$ cat src/rtl/cylon_sequencer.sv
// Cylon LED sequencer: one-hot LED pattern in three motion modes with a
// switch-selected step rate, debounced mode buttons and a pause toggle.
module cylon_sequencer #(
    parameter int NUM_LEDS        = 16,
    parameter int BASE_CYCLES     = 25_000_000,
    parameter int DEBOUNCE_CYCLES = 1_000_000,
    parameter int SPEED_W         = 3
) (
    input  logic                clk,
    input  logic                rst_n,
    input  logic                btn_c,
    input  logic                btn_l,
    input  logic                btn_r,
    input  logic                btn_u,
    input  logic [SPEED_W-1:0]  speed,
    output logic [NUM_LEDS-1:0] led,
    output logic [1:0]          mode,
    output logic                paused
);

    localparam int PW = (NUM_LEDS > 1) ? $clog2(NUM_LEDS) : 1;
    localparam int AW = $clog2(BASE_CYCLES) + SPEED_W + 1;
    localparam int CW = $clog2(DEBOUNCE_CYCLES + 1);

    localparam logic [PW-1:0] P_LAST = PW'(NUM_LEDS - 1);
    localparam logic [PW-1:0] P_PREV = PW'(NUM_LEDS - 2);
    localparam logic [AW-1:0] A_BASE = AW'(BASE_CYCLES);
    localparam logic [CW-1:0] C_LAST = CW'(DEBOUNCE_CYCLES - 1);

    // Button lanes in the vectors below
    localparam int unsigned B_C = 0;
    localparam int unsigned B_L = 1;
    localparam int unsigned B_R = 2;
    localparam int unsigned B_U = 3;

    typedef enum logic [1:0] {
        MODE_CYLON  = 2'b00,
        MODE_R_TO_L = 2'b01,
        MODE_L_TO_R = 2'b10
    } mode_t;

    typedef enum logic {
        DIR_UP   = 1'b0,
        DIR_DOWN = 1'b1
    } dir_t;

    logic [3:0]          w_btn;
    logic [3:0]          r_sync1;
    logic [3:0]          r_sync2;
    logic [3:0]          r_level;
    logic [3:0]          r_press;
    logic [CW-1:0]       r_cnt [4];

    mode_t               r_mode;
    dir_t                r_dir;
    logic [PW-1:0]       r_pos;
    logic [AW-1:0]       r_acc;
    logic [NUM_LEDS-1:0] r_led;
    logic                r_paused;

    logic                w_req_valid;
    mode_t               w_req_mode;
    logic                w_mode_change;
    logic [AW-1:0]       w_inc;
    logic [AW-1:0]       w_sum;
    logic                w_tick;
    logic [PW-1:0]       w_pos_next;
    dir_t                w_dir_next;
    logic [NUM_LEDS-1:0] w_led_next;

    assign w_btn = {btn_u, btn_r, btn_l, btn_c};

    // Two-flop synchroniser for all raw buttons
    always_ff @(posedge clk or negedge rst_n) begin
        if (!rst_n) begin
            r_sync1 <= '0;
            r_sync2 <= '0;
        end else begin
            r_sync1 <= w_btn;
            r_sync2 <= r_sync1;
        end
    end

    // Debounce each lane; a rising flip of the accepted level emits a press pulse
    always_ff @(posedge clk or negedge rst_n) begin
        if (!rst_n) begin
            r_level <= '0;
            r_press <= '0;
            for (int unsigned i = 0; i < 4; i++) begin
                r_cnt[i] <= '0;
            end
        end else begin
            for (int unsigned i = 0; i < 4; i++) begin
                if (r_sync2[i] == r_level[i]) begin
                    r_cnt[i]   <= '0;
                    r_press[i] <= 1'b0;
                end else if (r_cnt[i] == C_LAST) begin
                    r_level[i] <= r_sync2[i];
                    r_cnt[i]   <= '0;
                    r_press[i] <= r_sync2[i];
                end else begin
                    r_cnt[i]   <= r_cnt[i] + CW'(1);
                    r_press[i] <= 1'b0;
                end
            end
        end
    end

    // Mode request from press pulses, priority C > L > R
    always_comb begin
        w_req_valid = 1'b1;
        w_req_mode  = MODE_CYLON;
        if (r_press[B_C]) begin
            w_req_mode = MODE_CYLON;
        end else if (r_press[B_L]) begin
            w_req_mode = MODE_R_TO_L;
        end else if (r_press[B_R]) begin
            w_req_mode = MODE_L_TO_R;
        end else begin
            w_req_valid = 1'b0;
        end
    end

    assign w_mode_change = w_req_valid && (w_req_mode != r_mode);

    assign w_inc  = AW'(speed) + AW'(1);
    assign w_sum  = r_acc + w_inc;
    assign w_tick = !r_paused && (w_sum >= A_BASE);

    // Next position and direction for one step in the current mode
    always_comb begin
        w_pos_next = r_pos;
        w_dir_next = r_dir;
        case (r_mode)
            MODE_R_TO_L: w_pos_next = (r_pos == P_LAST) ? '0 : r_pos + PW'(1);
            MODE_L_TO_R: w_pos_next = (r_pos == '0) ? P_LAST : r_pos - PW'(1);
            default: begin
                if (r_dir == DIR_UP) begin
                    if (r_pos == P_LAST) begin
                        w_dir_next = DIR_DOWN;
                        w_pos_next = P_PREV;
                    end else begin
                        w_pos_next = r_pos + PW'(1);
                    end
                end else begin
                    if (r_pos == '0) begin
                        w_dir_next = DIR_UP;
                        w_pos_next = PW'(1);
                    end else begin
                        w_pos_next = r_pos - PW'(1);
                    end
                end
            end
        endcase
    end

    assign w_led_next = {{(NUM_LEDS-1){1'b0}}, 1'b1} << w_pos_next;

    // Mode/pause control, step timer and LED position; a mode change
    // takes precedence over a coincident step and restarts the timer
    always_ff @(posedge clk or negedge rst_n) begin
        if (!rst_n) begin
            r_mode   <= MODE_CYLON;
            r_dir    <= DIR_UP;
            r_pos    <= '0;
            r_acc    <= '0;
            r_led    <= {{(NUM_LEDS-1){1'b0}}, 1'b1};
            r_paused <= 1'b0;
        end else begin
            if (r_press[B_U]) begin
                r_paused <= !r_paused;
            end
            if (w_mode_change) begin
                r_mode <= w_req_mode;
                r_acc  <= '0;
                if (w_req_mode == MODE_R_TO_L) begin
                    r_dir <= DIR_UP;
                end else if (w_req_mode == MODE_L_TO_R) begin
                    r_dir <= DIR_DOWN;
                end
            end else if (!r_paused) begin
                if (w_tick) begin
                    r_acc <= '0;
                    r_pos <= w_pos_next;
                    r_dir <= w_dir_next;
                    r_led <= w_led_next;
                end else begin
                    r_acc <= w_sum;
                end
            end
        end
    end

    assign led    = r_led;
    assign mode   = r_mode;
    assign paused = r_paused;

endmodule

$ cat config.mk
export PLATFORM = sky130hd
export DESIGN_NAME = cylon_sequencer
export DESIGN_NICKNAME = d
export VERILOG_FILES = /design/src/rtl/cylon_sequencer.sv
export SDC_FILE = /design/constraint.sdc
export NUM_CORES = 1
export LEC_CHECK = 0
export CAP_MARGIN = 10
export CORE_ASPECT_RATIO = 1.2
export CORE_MARGIN = 3
export CORE_UTILIZATION = 54
export CTS_BUF_LIST = sky130_fd_sc_hd__clkbuf_8
export DETAILED_ROUTE_END_ITERATION = 10
export PLACE_DENSITY = 0.77
export REMOVE_ABC_BUFFERS = 1
export SLEW_MARGIN = 20
export SYNTH_ARGS = -nofsm -noshare
export SYNTH_HDL_FRONTEND = slang
export SYNTH_SLANG_ARGS = --single-unit
$ cat constraint.sdc
create_clock -name clk -period 4.4 [get_ports clk]
set_input_delay 0.66 -clock clk [delete_from_list [all_inputs] [get_ports clk]]
set_output_delay 0.66 -clock clk [all_outputs]
set_load 0.03 [all_outputs]
==> impl_metrics.env <==
export IMPL_die_h_um=139
export IMPL_netlist_area_leader_share_pct=46.6
export IMPL_peakVddDrop_uv=232
export IMPL_slew_headroom_pct=50.4
export IMPL_grt_use_total_pct=20.5
export IMPL_root_buffer="clkbuf_8"
export IMPL_yosys_warnings=0
export IMPL_diodes=0
export IMPL_final_setup_viol_count=0
export IMPL_dp_cells=1032
export IMPL_synth_area_per_cell_um2=9.27
export IMPL_hold_class="in2async"
export IMPL_routed_wl_um=15700
export IMPL_rsz0062_at_grt="no"
export IMPL_max_freq_mhz=264
export IMPL_synth_area_um2=7950
export IMPL_critPathKind="in2reg"
export IMPL_wl_per_cell_um=14.7
export IMPL_dr_pass1_iters=5
export IMPL_num_rows=47
export IMPL_synth_edf_count=0
export IMPL_leakage_nw=3.75
export IMPL_clock_path_buffers=2
export IMPL_cp_common_cell="inv_1"
export IMPL_route_detailed_drc=0
export IMPL_clkPwrFrac_pct=28.6
export IMPL_cts_buffers=17
export IMPL_grt_max_degree=82
export IMPL_clkLatencyLatePin_ns=0.46
export IMPL_power_mw=3.89
export IMPL_antenna_left=0
export IMPL_nets=901
export IMPL_power_switching_mw=1.35
export IMPL_synth_distinct_cells=69
export IMPL_max_stage_delay_ns=0.60
export IMPL_gp_congestion=0.844
export IMPL_path_cells="clkdlybuf4s50_1 -> inv_1 -> ha_1 -> inv_1 -> fa_1 -> a21oi_1 -> buf_4 -> nor2_1 -> o211ai_1 -> a32o_1 -> a22oi_1 -> or4_1 -> a211oi_4 -> buf_12 -> mux2_1"
export IMPL_outcome="finished, final reports clean"
export IMPL_synth_flop_cell="dfrtp_1"
export IMPL_die_x_um=117
export IMPL_post_cts_resized=0
export IMPL_clock_sinks=149
export IMPL_fin_tns_setup_ns=0
export IMPL_drv_slew=0
export IMPL_yosysTopAreaCell="dfrtp_1"
export IMPL_drive_gt1_share_pct=6.83
export IMPL_p_sw_share_pct=34.7
export IMPL_netlist_top_cells_area="dfrtp_1 47%, nor2_1 5.2%, nand3_1 4.3%, xnor2_1 4.2%, xor2_1 4.1%"
export IMPL_ys_ff_latch=149
export IMPL_seq_power_share_pct=44.6
export IMPL_grt_ovfl_total=0
export IMPL_end_kind="flip-flop"
export IMPL_synth_cells=858
export IMPL_grt_pass1_vias=6150
export IMPL_yosysMostFrequentCell="dfrtp_1"
export IMPL_worst_path_max_fanout=20
export IMPL_critPathTopFamily="compound AO/OA/AOI/OAI gates"
export IMPL_die_area_um2=16200
export IMPL_grt_first_pass_wirelength_um=27500
export IMPL_fin_crit_sh_pct=86.2
export IMPL_antenna_found_initial=0
export IMPL_cts_tree="built"
export IMPL_vias=6243
export IMPL_core_area_um2=14100
export IMPL_utilization_pct=62.5
export IMPL_hold_violations=0
export IMPL_dp_final_hpwl_um=10400
export IMPL_cp_slowest_cell="or4_1"
export IMPL_drt_iter0_drc=414
export IMPL_drv_cap=0
export IMPL_critPathBufInv=5
export IMPL_async_flop_share_pct=100
export IMPL_ioPinCount=28
export IMPL_htreeDepth=4
export IMPL_synth_common_cells="148 x dfrtp_1, 110 x nor2_1, 83 x nand2_1"
export IMPL_skew_ns=0.0160
export IMPL_clkTransAtPathRegs_ns=0.08
export IMPL_comb_power_share_pct=26.8
export IMPL_required_ns=4.74
export IMPL_vias_per_cell=5.87
export IMPL_worst_pin_slew_ns=0.744
export IMPL_post_cts_buffers=0
export IMPL_start_util_pct=56.3
export IMPL_io_buffers=27
export IMPL_arrival_ns=4.13
export IMPL_syn_to_final_growth_pct=11.0
export IMPL_fin_crit_ns=3.79
export IMPL_power_internal_mw=2.54
export IMPL_power_density_nw_per_um2=440
export IMPL_crit_path_start_kind="input port"
export IMPL_ys_seq_area_share_pct=46.9
export IMPL_final_cells=1064
export IMPL_hold_buffers=0
power by group through the flow:
stage | registers, mW | logic (mW) | clock network [mW]
3_5_place_dp | 1.75 | 1.04 | 0
4_1_cts | 1.73 | 1.05 | 1.14
6_report | 1.73 | 1.04 | 1.11
3_3_place_gp | 1.75 | 1.01 | 0
5_1_grt | 1.76 | 1.16 | 1.20
2_1_floorplan | 1.81 | 0.635 | 0
sequential cells by signal, summed over array words and instances, names as in the netlist:
name,cells
led,16
r_acc,29
r_dir,1
r_level,4
r_sync1,4
r_press,4
r_pos,4
mode,2
paused,1
r_cnt,80
r_sync2,4
layout by cell type, fill, tap and decap left out, types with 4 or more instances in the layout:
master           netlist  routed
o21ai_0               22      22
o211ai_1              10      10
nand2_1               83      83
nor3_1                23      23
or3_1                 11      11
xor2_1                37      37
inv_1                 27      29
a31oi_1               17      17
and2_1                 4       4
ha_1                  11      11
mux2_2                 4       4
clkdlybuf4s50_1        0      26
a21oi_1               29      29
nor2b_1                7       7
nor2_1               110     110
clkbuf_8               0      19
nand2b_1               5       5
nor3b_1                8       8
xnor2_1               38      38
nor4_1                16      16
mux2_1                12      12
nand3_1               68      68
buf_4                  1      12
and3_1                33      33
nand4_1               22      22
mux2i_1                8       8
a211oi_1               4       4
dfrtp_1              148     147
through the flow:
| step | instance area (um^2) | hold WS, ns | setup WS, ns |
|---|---|---|---|
| after floorplan | 7790 | 0.331 | -0.131 |
| after global placement | 8410 | 0.334 | 0.174 |
| after detailed placement | 8410 | 0.335 | 0.126 |
| after CTS | 8830 | 0.257 | 0.616 |
| after global routing | 8830 | 0.289 | 0.379 |
| final | 8830 | 0.253 | 0.606 |
final cells by class:
type                            instances  area [um^2]
Clock inverter                         13          156
Multi-Input combinational cell        643         3960
Inverter                               28          105
Clock buffer                           19          262
Timing Repair Buffer                   41          402
Sequential cell                       149         3730
Tap cell                              171          214
Fill cell                            1183         5290
final timing paths:
check	start	end	cells after the start	slack, ns
setup reg to reg	r_acc[0]$_DFFE_PN0N_	led[5]$_DFFE_PN0P_	14	0.82
max in group asynchronous	rst_n	r_acc[28]$_DFFE_PN0N_	2	3.31
hold / removal	rst_n	r_acc[11]$_DFFE_PN0N_	1	0.25
min in group clk	r_sync1[1]$_DFF_PN0_	r_sync2[1]$_DFF_PN0_	0	0.35
hold reg to reg	r_sync1[1]$_DFF_PN0_	r_sync2[1]$_DFF_PN0_	0	0.35
setup / recovery	speed[0]	led[5]$_DFFE_PN0P_	15	0.61
worst reg2reg max path: stages (launching register included):
cell,delay [ns]
dfrtp_1,0.39
inv_1,0.06
ha_1,0.16
inv_1,0.06
fa_1,0.41
a21oi_1,0.27
buf_4,0.18
nor2_1,0.07
o211ai_1,0.18
a32o_1,0.14
a22oi_1,0.10
or4_1,0.60
a211oi_4,0.30
buf_12,0.21
mux2_1,0.34
routing by layer:
metal	wire length, um	share of wire (%)	vias up	GRT usage (%)
met4	146	0.93	0	5.13
met3	514	3.3	17	4.98
li1	-	-	3076	-
met5	0	0	-	0
met1	7080	45	3043	26.6
met2	7940	51	107	34.1
cells by family (layout without fill, tap and decap cells):
group,count (synthesis),count (layout),share of synthesized area [%]
xor gates and xnor gates,75,75,8.26
DFF,149,149,46.9
AOI/OAI and AO/OA,114,114,9.41
buffers and inverters,66,101,3.30
adders and majority gates,12,12,1.98
and+or+nand+nor,418,418,26.8
muxes,24,24,3.27
Note: power is estimated with default switching activity, not from simulation.
